### config.mk
export PLATFORM = sky130hd
export DESIGN_NAME = ro_result_shifter_flat
export DESIGN_NICKNAME = d
export VERILOG_FILES = /design/src/rtl/ro_worker_pkg.sv /design/src/rtl/ro_result_shifter_if.sv /design/src/rtl/sync_rise_detect.sv /design/src/rtl/ro_result_shifter.sv /design/src/flat_wrapper.sv
export SDC_FILE = /design/constraint.sdc
export NUM_CORES = 1
export LEC_CHECK = 0
export BUFFER_PORTS_ARGS = -buffer_cell sky130_fd_sc_hd__buf_2
export CELL_PAD_IN_SITES_DETAIL_PLACEMENT = 1
export CELL_PAD_IN_SITES_GLOBAL_PLACEMENT = 1
export CORE_AREA = 2 2 45 89
export DETAILED_ROUTE_END_ITERATION = 12
export DIE_AREA = 0 0 47 91
export PLACE_DENSITY = 0.76
export SYNTH_ARGS = -nofsm -noshare
export SYNTH_HDL_FRONTEND = slang
export SYNTH_SLANG_ARGS = --single-unit
export TNS_END_PERCENT = 5
### constraint.sdc
create_clock -name internal_clock -period 1.65 [get_ports internal_clock]
set_input_delay 0.165 -clock internal_clock [delete_from_list [all_inputs] [get_ports internal_clock]]
set_output_delay 0.165 -clock internal_clock [all_outputs]
set_load 0.01 [all_outputs]
### src/rtl/ro_worker_pkg.sv
// Shared types and constants for the ring-oscillator worker result path.
// Holds the FSM state encoding, default word width and a width helper.
package ro_worker_pkg;

    localparam int DEFAULT_WIDTH = 16;

    typedef enum logic [1:0] {
        IDLE     = 2'd0,
        SHIFTING = 2'd1,
        DONE     = 2'd2
    } state_t;

    function automatic int clog2(input int value);
        int r;
        r = 0;
        for (int i = 0; i < 31; i++) begin
            if ((1 << i) < value) begin
                r = i + 1;
            end
        end
        return r;
    endfunction

endpackage

### src/rtl/ro_result_shifter_if.sv
// Result-path bus between the worker (master) and the serial shifter (slave).
// Carries the load request and the shifter's serial output and status.
interface ro_result_shifter_if
    import ro_worker_pkg::*;
#(
    parameter int WIDTH = DEFAULT_WIDTH
);

    localparam int BW = clog2(WIDTH + 1);

    logic             load;
    logic [WIDTH-1:0] load_data;
    logic             lsb_first;
    logic             sdo;
    logic             busy;
    logic             done;
    logic [BW-1:0]    bits_left;

    modport master (
        output load, load_data, lsb_first,
        input  sdo, busy, done, bits_left
    );

    modport slave (
        input  load, load_data, lsb_first,
        output sdo, busy, done, bits_left
    );

endinterface

### src/rtl/sync_rise_detect.sv
// Multi-flop synchronizer with rising-edge detect for an asynchronous pad.
// All flops reset high so a pin held high through reset gives no edge.
module sync_rise_detect #(
    parameter int SYNC_STAGES = 2
) (
    input  logic internal_clock,
    input  logic reset,
    input  logic async_in,
    output logic rise
);

    logic [SYNC_STAGES-1:0] sync_q;
    logic                   prev_q;

    always_ff @(posedge internal_clock) begin
        if (reset) begin
            sync_q <= '1;
            prev_q <= 1'b1;
        end else begin
            sync_q <= {sync_q[SYNC_STAGES-2:0], async_in};
            prev_q <= sync_q[SYNC_STAGES-1];
        end
    end

    assign rise = sync_q[SYNC_STAGES-1] & ~prev_q;

endmodule

### src/rtl/ro_result_shifter.sv
// Captures a result word on load and shifts it out one bit per
// synchronized rising edge of the external shift pin.
module ro_result_shifter
    import ro_worker_pkg::*;
#(
    parameter int WIDTH       = DEFAULT_WIDTH,
    parameter int SYNC_STAGES = 2
) (
    input  logic internal_clock,
    input  logic reset,
    input  logic shift_pin,
    ro_result_shifter_if.slave bus
);

    localparam int BW = clog2(WIDTH + 1);

    state_t           state_q, state_d;
    logic [WIDTH-1:0] shreg_q, shreg_d;
    logic             order_q, order_d;
    logic [BW-1:0]    cnt_q, cnt_d;
    logic             rise;
    logic             shift_en;

    sync_rise_detect #(
        .SYNC_STAGES(SYNC_STAGES)
    ) u_sync (
        .internal_clock(internal_clock),
        .reset         (reset),
        .async_in      (shift_pin),
        .rise          (rise)
    );

    always_ff @(posedge internal_clock) begin
        if (reset) begin
            state_q <= IDLE;
            shreg_q <= '0;
            order_q <= 1'b0;
            cnt_q   <= '0;
        end else begin
            state_q <= state_d;
            shreg_q <= shreg_d;
            order_q <= order_d;
            cnt_q   <= cnt_d;
        end
    end

    assign shift_en = rise & (state_q == SHIFTING);

    // A load always wins over a coincident rise; the rise is dropped.
    always_comb begin
        state_d = state_q;
        shreg_d = shreg_q;
        order_d = order_q;
        cnt_d   = cnt_q;
        unique case (1'b1)
            bus.load: begin
                state_d = SHIFTING;
                shreg_d = bus.load_data;
                order_d = bus.lsb_first;
                cnt_d   = BW'(WIDTH);
            end
            (!bus.load && shift_en): begin
                shreg_d = order_q ? (shreg_q >> 1) : (shreg_q << 1);
                cnt_d   = cnt_q - 1'b1;
                if (cnt_q == BW'(1)) begin
                    state_d = DONE;
                end
            end
            default: begin
            end
        endcase
    end

    assign bus.busy      = (state_q == SHIFTING);
    assign bus.done      = (state_q == DONE);
    assign bus.bits_left = cnt_q;
    assign bus.sdo       = (state_q == SHIFTING)
                         & (order_q ? shreg_q[0] : shreg_q[WIDTH-1]);

endmodule

### src/flat_wrapper.sv
// flat-port wrapper written by rule: the top's interface ports become plain ports
module ro_result_shifter_flat import ro_worker_pkg::*;
#(
    parameter int WIDTH       = DEFAULT_WIDTH,
    parameter int SYNC_STAGES = 2
)
  (internal_clock, reset, shift_pin, bus_load, bus_load_data, bus_lsb_first, bus_sdo, bus_busy, bus_done, bus_bits_left);
  ro_result_shifter_if #(.WIDTH(WIDTH)) bus_i ();
  input  logic internal_clock;
  input  logic reset;
  input  logic shift_pin;
  input wire logic [$bits(bus_i.load)-1:0] bus_load;
  input wire logic [$bits(bus_i.load_data)-1:0] bus_load_data;
  input wire logic [$bits(bus_i.lsb_first)-1:0] bus_lsb_first;
  output wire logic [$bits(bus_i.sdo)-1:0] bus_sdo;
  output wire logic [$bits(bus_i.busy)-1:0] bus_busy;
  output wire logic [$bits(bus_i.done)-1:0] bus_done;
  output wire logic [$bits(bus_i.bits_left)-1:0] bus_bits_left;
  assign bus_i.load = bus_load;
  assign bus_i.load_data = bus_load_data;
  assign bus_i.lsb_first = bus_lsb_first;
  assign bus_sdo = bus_i.sdo;
  assign bus_busy = bus_i.busy;
  assign bus_done = bus_i.done;
  assign bus_bits_left = bus_i.bits_left;
  ro_result_shifter #(.WIDTH(WIDTH), .SYNC_STAGES(SYNC_STAGES)) u_core (.internal_clock(internal_clock), .reset(reset), .shift_pin(shift_pin), .bus(bus_i));
endmodule
### After elaboration in Yosys (flattened, before gate mapping)

Cells that the tools add are included.

| operators by class | value |
|---|---|
| mux-type cells | 6 |
| bitwise operators | 4 |
| equal/unequal tests | 4 |
| $add $sub $neg | 1 |
| reduce and logical (&&, ||, !) cells | 4 |

Operators with widths:

| kind | count |
|---|---|
| $pmux 16 s2 | 1 |
| $mux 16 | 1 |
| $pmux 5 s2 | 1 |
| $eq 5x1->1 const B | 1 |
| $sub 5x1->5 const B | 1 |
| $pmux 2 s2 | 1 |
| $and 1x1->1 | 3 |
| $eq 2x1->1 const B | 1 |
| $eq 2x2->1 const B | 1 |
| $mux 2 | 1 |
| $ne 2x2->1 const B | 1 |
| $reduce_and 2->1 | 1 |
| $reduce_bool 2->1 | 1 |
| $logic_and 1x1->1 | 1 |
| $logic_not 1->1 | 1 |
| $mux 1 | 1 |
| $not 1->1 | 1 |

| storage, ports and cells | value |
|---|---|
| output and inout bits | 8 |
| bits in registers | 27 |
| word-level logic and storage cells | 25 |
| input port bits | 21 |

### Longest topological paths before layout

| logic depth | value |
|---|---|
| depth in word-level cells | 6 |
| depth in mapped cells | 5 |
| mapped depth without buffers | 5 |

### Cells and area by module

A second synthesis with hierarchy kept.

| unflattened totals | value |
|---|---|
| cells, all modules | 160 |
| area, all modules | 1426.4 um2 |

Modules (own cells, without submodules):

| module | instances | sequential area each (um2) | area an instance (um2) | cells each |
|---|---|---|---|---|
| ro_result_shifter | 1 | 480.5 | 1341.3 | 153 |
| sync_rise_detect | 1 | 60.1 | 85.1 | 7 |

### Least setup slack after synthesis

Ideal clock, no wire load.

| timing | value |
|---|---|
| path kind | reg-to-reg |
| start point | reg u_core.cnt_q[0] (netlist: u_core.bus.bits_left[0]) |
| end point | reg u_core.state_q[0] |
| slack | 0.368 ns |
| period minus slack after synthesis | 1.282 ns |
| library setup time | 0.115 ns |
| required time | 1.535 ns |
| data arrival time | 1.167 ns |
| path buffers | 0 |
| cell stages (with the launch flop) | 5 |
| cells stage by stage | dfxtp_1 ha_1 nor4b_1 a21boi_0 o21ba_2 |

| on the way | value |
|---|---|
| word-level cells in the longest chain between the ends | 3 |

RTL lines:

| what | RTL line | text |
|---|---|---|
| start, declared | ro_result_shifter.sv:20 | `logic [BW-1:0] cnt_q, cnt_d;` |
| start signal, assigned | ro_result_shifter.sv:43 | `cnt_q <= cnt_d;` |
| $eq 5x1->1 | ro_result_shifter.sv:65 | `if (cnt_q == BW'(1)) begin` |
| $ne 2x2->1 (no line) | n/a |  |
| $reduce_and 2->1 (no line) | n/a |  |
| end signal, assigned | ro_result_shifter.sv:40 | `state_q <= state_d;` |
| end, declared | ro_result_shifter.sv:17 | `state_t state_q, state_d;` |

No other way between the ends.
A chain may end at the register's enable or synchronous reset.

### Worst setup path in the final report

| timing | value |
|---|---|
| start point | reg u_core.order_q |
| end point | out bus_sdo |

| on the way | value |
|---|---|
| word-level cells in the longest chain between the ends | 2 |

RTL lines:

| what | RTL line | text |
|---|---|---|
| start, declared | ro_result_shifter.sv:19 | `logic order_q, order_d;` |
| start signal, assigned | ro_result_shifter.sv:42 | `order_q <= order_d;` |
| $mux 1 | ro_result_shifter.sv:78 | `& (order_q ? shreg_q[0] : shreg_q[WIDTH-1]);` |
| $and 1x1->1 | ro_result_shifter.sv:78 |  |
| end, declared | flat_wrapper.sv:15 | `output wire logic [$bits(bus_i.sdo)-1:0] bus_sdo;` |

No other way between the ends.

==> flow_summary_export.csv <==
group,metric,value,unit
run_status,status,"complete, no violations",
synth,netlist_top_cells_area,"dfxtp_1, o32ai_1, a211oi_1",
final_layout,num-nets-final,209,
power_and_ir_drop,ir_drop,0.396,mV
global_route,grt_pass1_wl,5670,µm
clock_network,clock_sinks,27,
power_and_ir_drop,pwr-share-clk,30.3,%
synth,synth_ff_type,"dfxtp_1",
synth,synth_seq_cells,27,
floorplan,die_y,91,µm
synth,synth_common_cells,"dfxtp_1, nor2_1, nand2_1",
power_and_ir_drop,intPower,938,µW
setup_path,r2r_start,"u_core.bus.bits_left[0]$_SDFFE_PP0P_",
job,cap_viol_max_count,0,
power_and_ir_drop,p_sw,314,µW
power_and_ir_drop,power.leakage,0.622,nW
routing,vias_per_cell,5.41,
floorplan,die_area,0.00428,mm²
routing,routed.top_layer,"met4",
routing,drt_pass1_iterations,5,
setup_path,cp-start-kind,"flop",
setup_path,critical_path_required,1.48,ns
placed_design,dp_hpwl,2440,µm
clock_network,hold_buffers,0,
floorplan,num_rows,31,
timing,slew_headroom,74.1,%
routing,drc,0,
synth,ys_seq_area_share,39.7,%
clock_network,cts-buffers-inserted,3,
clock_network,post_cts_buffers,0,
clock_network,clockRootBuffer,"clkbuf_8",
routing,totalWireLength,3300,µm
final_layout,drive_gt1_share,23.2,%
global_route,grt_overflow,0,
synth,synth_edf_count,0,
placed_design,dp_worst_setup_slack,0.233,ns
setup_path,slowest_delay,0.53,ns
global_route,antenna_found_initial,0,
clock_network,htreeDepth,1,
floorplan,die_w,47,µm
routing,dr_total_vias,1265,
synth,synth_top_area_share,39.7,%
setup_path,crit_path_start,"u_core.order_q$_SDFFE_PP0P_",
routing,wl_met2,1830,µm
timing,rsz0062_at_grt,"false",
timing,post-route-period-util,87.5,%
synth,synthesis.nets,182,
setup_path,path_cells,"mux2i_1, nor2b_1, buf_2",
clock_network,cts_tree,"yes",
routing,ant_nets,0,
timing,fin_tns_setup,0,ns
setup_path,worst_setup_path_end_kind,"primary output",
setup_path,critPathKind,"reg2out",
routing,wirelength_met1,1330,µm
synth,ys.warnings.count,0,
timing,hold_viol,0,
floorplan,ios,29,
routing,routedWlPerCell,14.1,µm
global_route,grt_max_degree,25,
synth,async_flop_share,0,%
floorplan,start_util,38.1,%
synth,synthCells,159,
synth,syn-cell-area,0.00136,mm²
placed_design,finalWeightedCongestion,0.758,
global_route,grt_pass1_vias,1287,
synth,synth_most_common_cell,"dfxtp_1",
synth,ys_types,31,
placed_design,portBuffers,28,
timing,final-setup-viol-count,0,
timing,fmax,693,MHz
setup_path,crit_fanout,10,
synth,syn_area_per_cell,8.55,µm²
final_layout,area_delta_synth_final,16.7,%
clock_network,clk_pin_slew_worst_paths,0.09,ns
power_and_ir_drop,comb_power_share,12.8,%
clock_network,clk_latency,0.27,ns
hold_path,min_path_type,"in2reg",
setup_path,cpMaxStageDelayCell,"dfxtp_1",
routing,wl_met3,87,µm
final_layout,diodes,0,
hold_path,min-delay-start,"shift_pin",
setup_path,cp.arrival,1.28,ns
power_and_ir_drop,p_seq_share,56.9,%
timing,final_max_slew_viol_count,0,
timing,clock_skew,0.00267,ns
timing,period_minus_slack,1.44,ns
power_and_ir_drop,power_density,789,mW/mm²
timing,worst_pin_slew,0.383,ns
synth,synth_top_area_cell,"dfxtp_1",
global_route,grt_usage,17.5,%
floorplan,core,0.00357,mm²
timing,layout_setup_ws,0.206,ns
clock_network,post_cts_resized,0,
routing,drt-initial-drc-count,24,
clock_network,clock_path_buffers,2,
power_and_ir_drop,swShare,25.1,%
-- cells in the final DEF (no fill, tap or decap), types with 3 or more instances in the layout --
cell	n
nand2_1	18
nor2b_1	17
a21oi_1	4
a211oi_1	15
o32ai_1	14
buf_2	28
buf_4	7
inv_1	5
dfxtp_1	27
clkbuf_8	3
or2_2	3
nor2_1	19
-- metal layers --
metal  up-vias  GRT usage (%)
met5         -              0
met4         0           6.48
met3         5           1.79
met2        23           31.1
met1       618           19.9
li1        619              -
-- cell type report --
cell class	count	area, µm²
inverters	5	18.8
well taps	49	61.3
repair buffers	36	213
multi-input cells	113	709
clock buffers	4	45.0
flip-flops and latches	27	541
fillers	460	1980
-- path summary, 6_finish.rpt --
path | endpoint | cells past startpoint | slack (ns)
setup reg to reg | u_core.state_q[0]$_SDFFE_PP0P_ | 4 | 0.23
hold reg to reg | u_core.u_sync.sync_q[1]$_SDFF_PP1_ | 1 | 0.42
hold / removal | u_core.u_sync.sync_q[0]$_SDFF_PP1_ | 2 | 0.07
setup / recovery | bus_sdo | 3 | 0.21
-- cells by family after synthesis --
family / synth area share (%)
buffers and inverters: 8.10
DFF: 39.7
adders and majority gates: 1.84
muxes: 1.47
AOI/OAI and AO/OA: 23.4
and+or+nand+nor: 25.5
-- worst max-delay path, delay by kind of cell (launching register included) --
family | cells | cell delay [ns]
flip-flops | 1 | 0.53
multiplexers | 1 | 0.27
AND/OR/NAND/NOR | 1 | 0.06
buffers and inverters | 1 | 0.14
-- flip-flops by register name, summed over array words and instances, names as in the netlist --
signal	cells
u_core.order_q	1
u_core.shreg_q	16
u_core.state_q	2
u_core.u_sync.sync_q	2
u_core.bus.bits_left	5
u_core.u_sync.prev_q	1
-- per-stage QoR --
stage / instances / hold slack [ns] / power [mW] / util (%) / cell area (µm²)
2_1_floorplan: 159 / 0.269 / 0.832 / - / 1360
3_3_place_gp: 230 / 0.346 / 0.883 / 43.2 / 1540
3_5_place_dp: 230 / 0.354 / 0.890 / 43.2 / 1540
4_1_cts: 234 / 0.0690 / 1.27 / 44.5 / 1590
5_1_grt: 234 / 0.0742 / 1.32 / 44.5 / 1590
6_report: 234 / 0.0717 / 1.25 / 44.5 / 1590
-- power groups by stage --
stage	registers, mW	logic [mW]	clock network (mW)
final	0.713	0.160	0.380
after global routing	0.719	0.182	0.422
after CTS	0.714	0.162	0.393
after detailed placement	0.729	0.161	0
after global placement	0.726	0.157	0
after floorplan	0.719	0.113	0
Power figures use the tool's default switching activity.
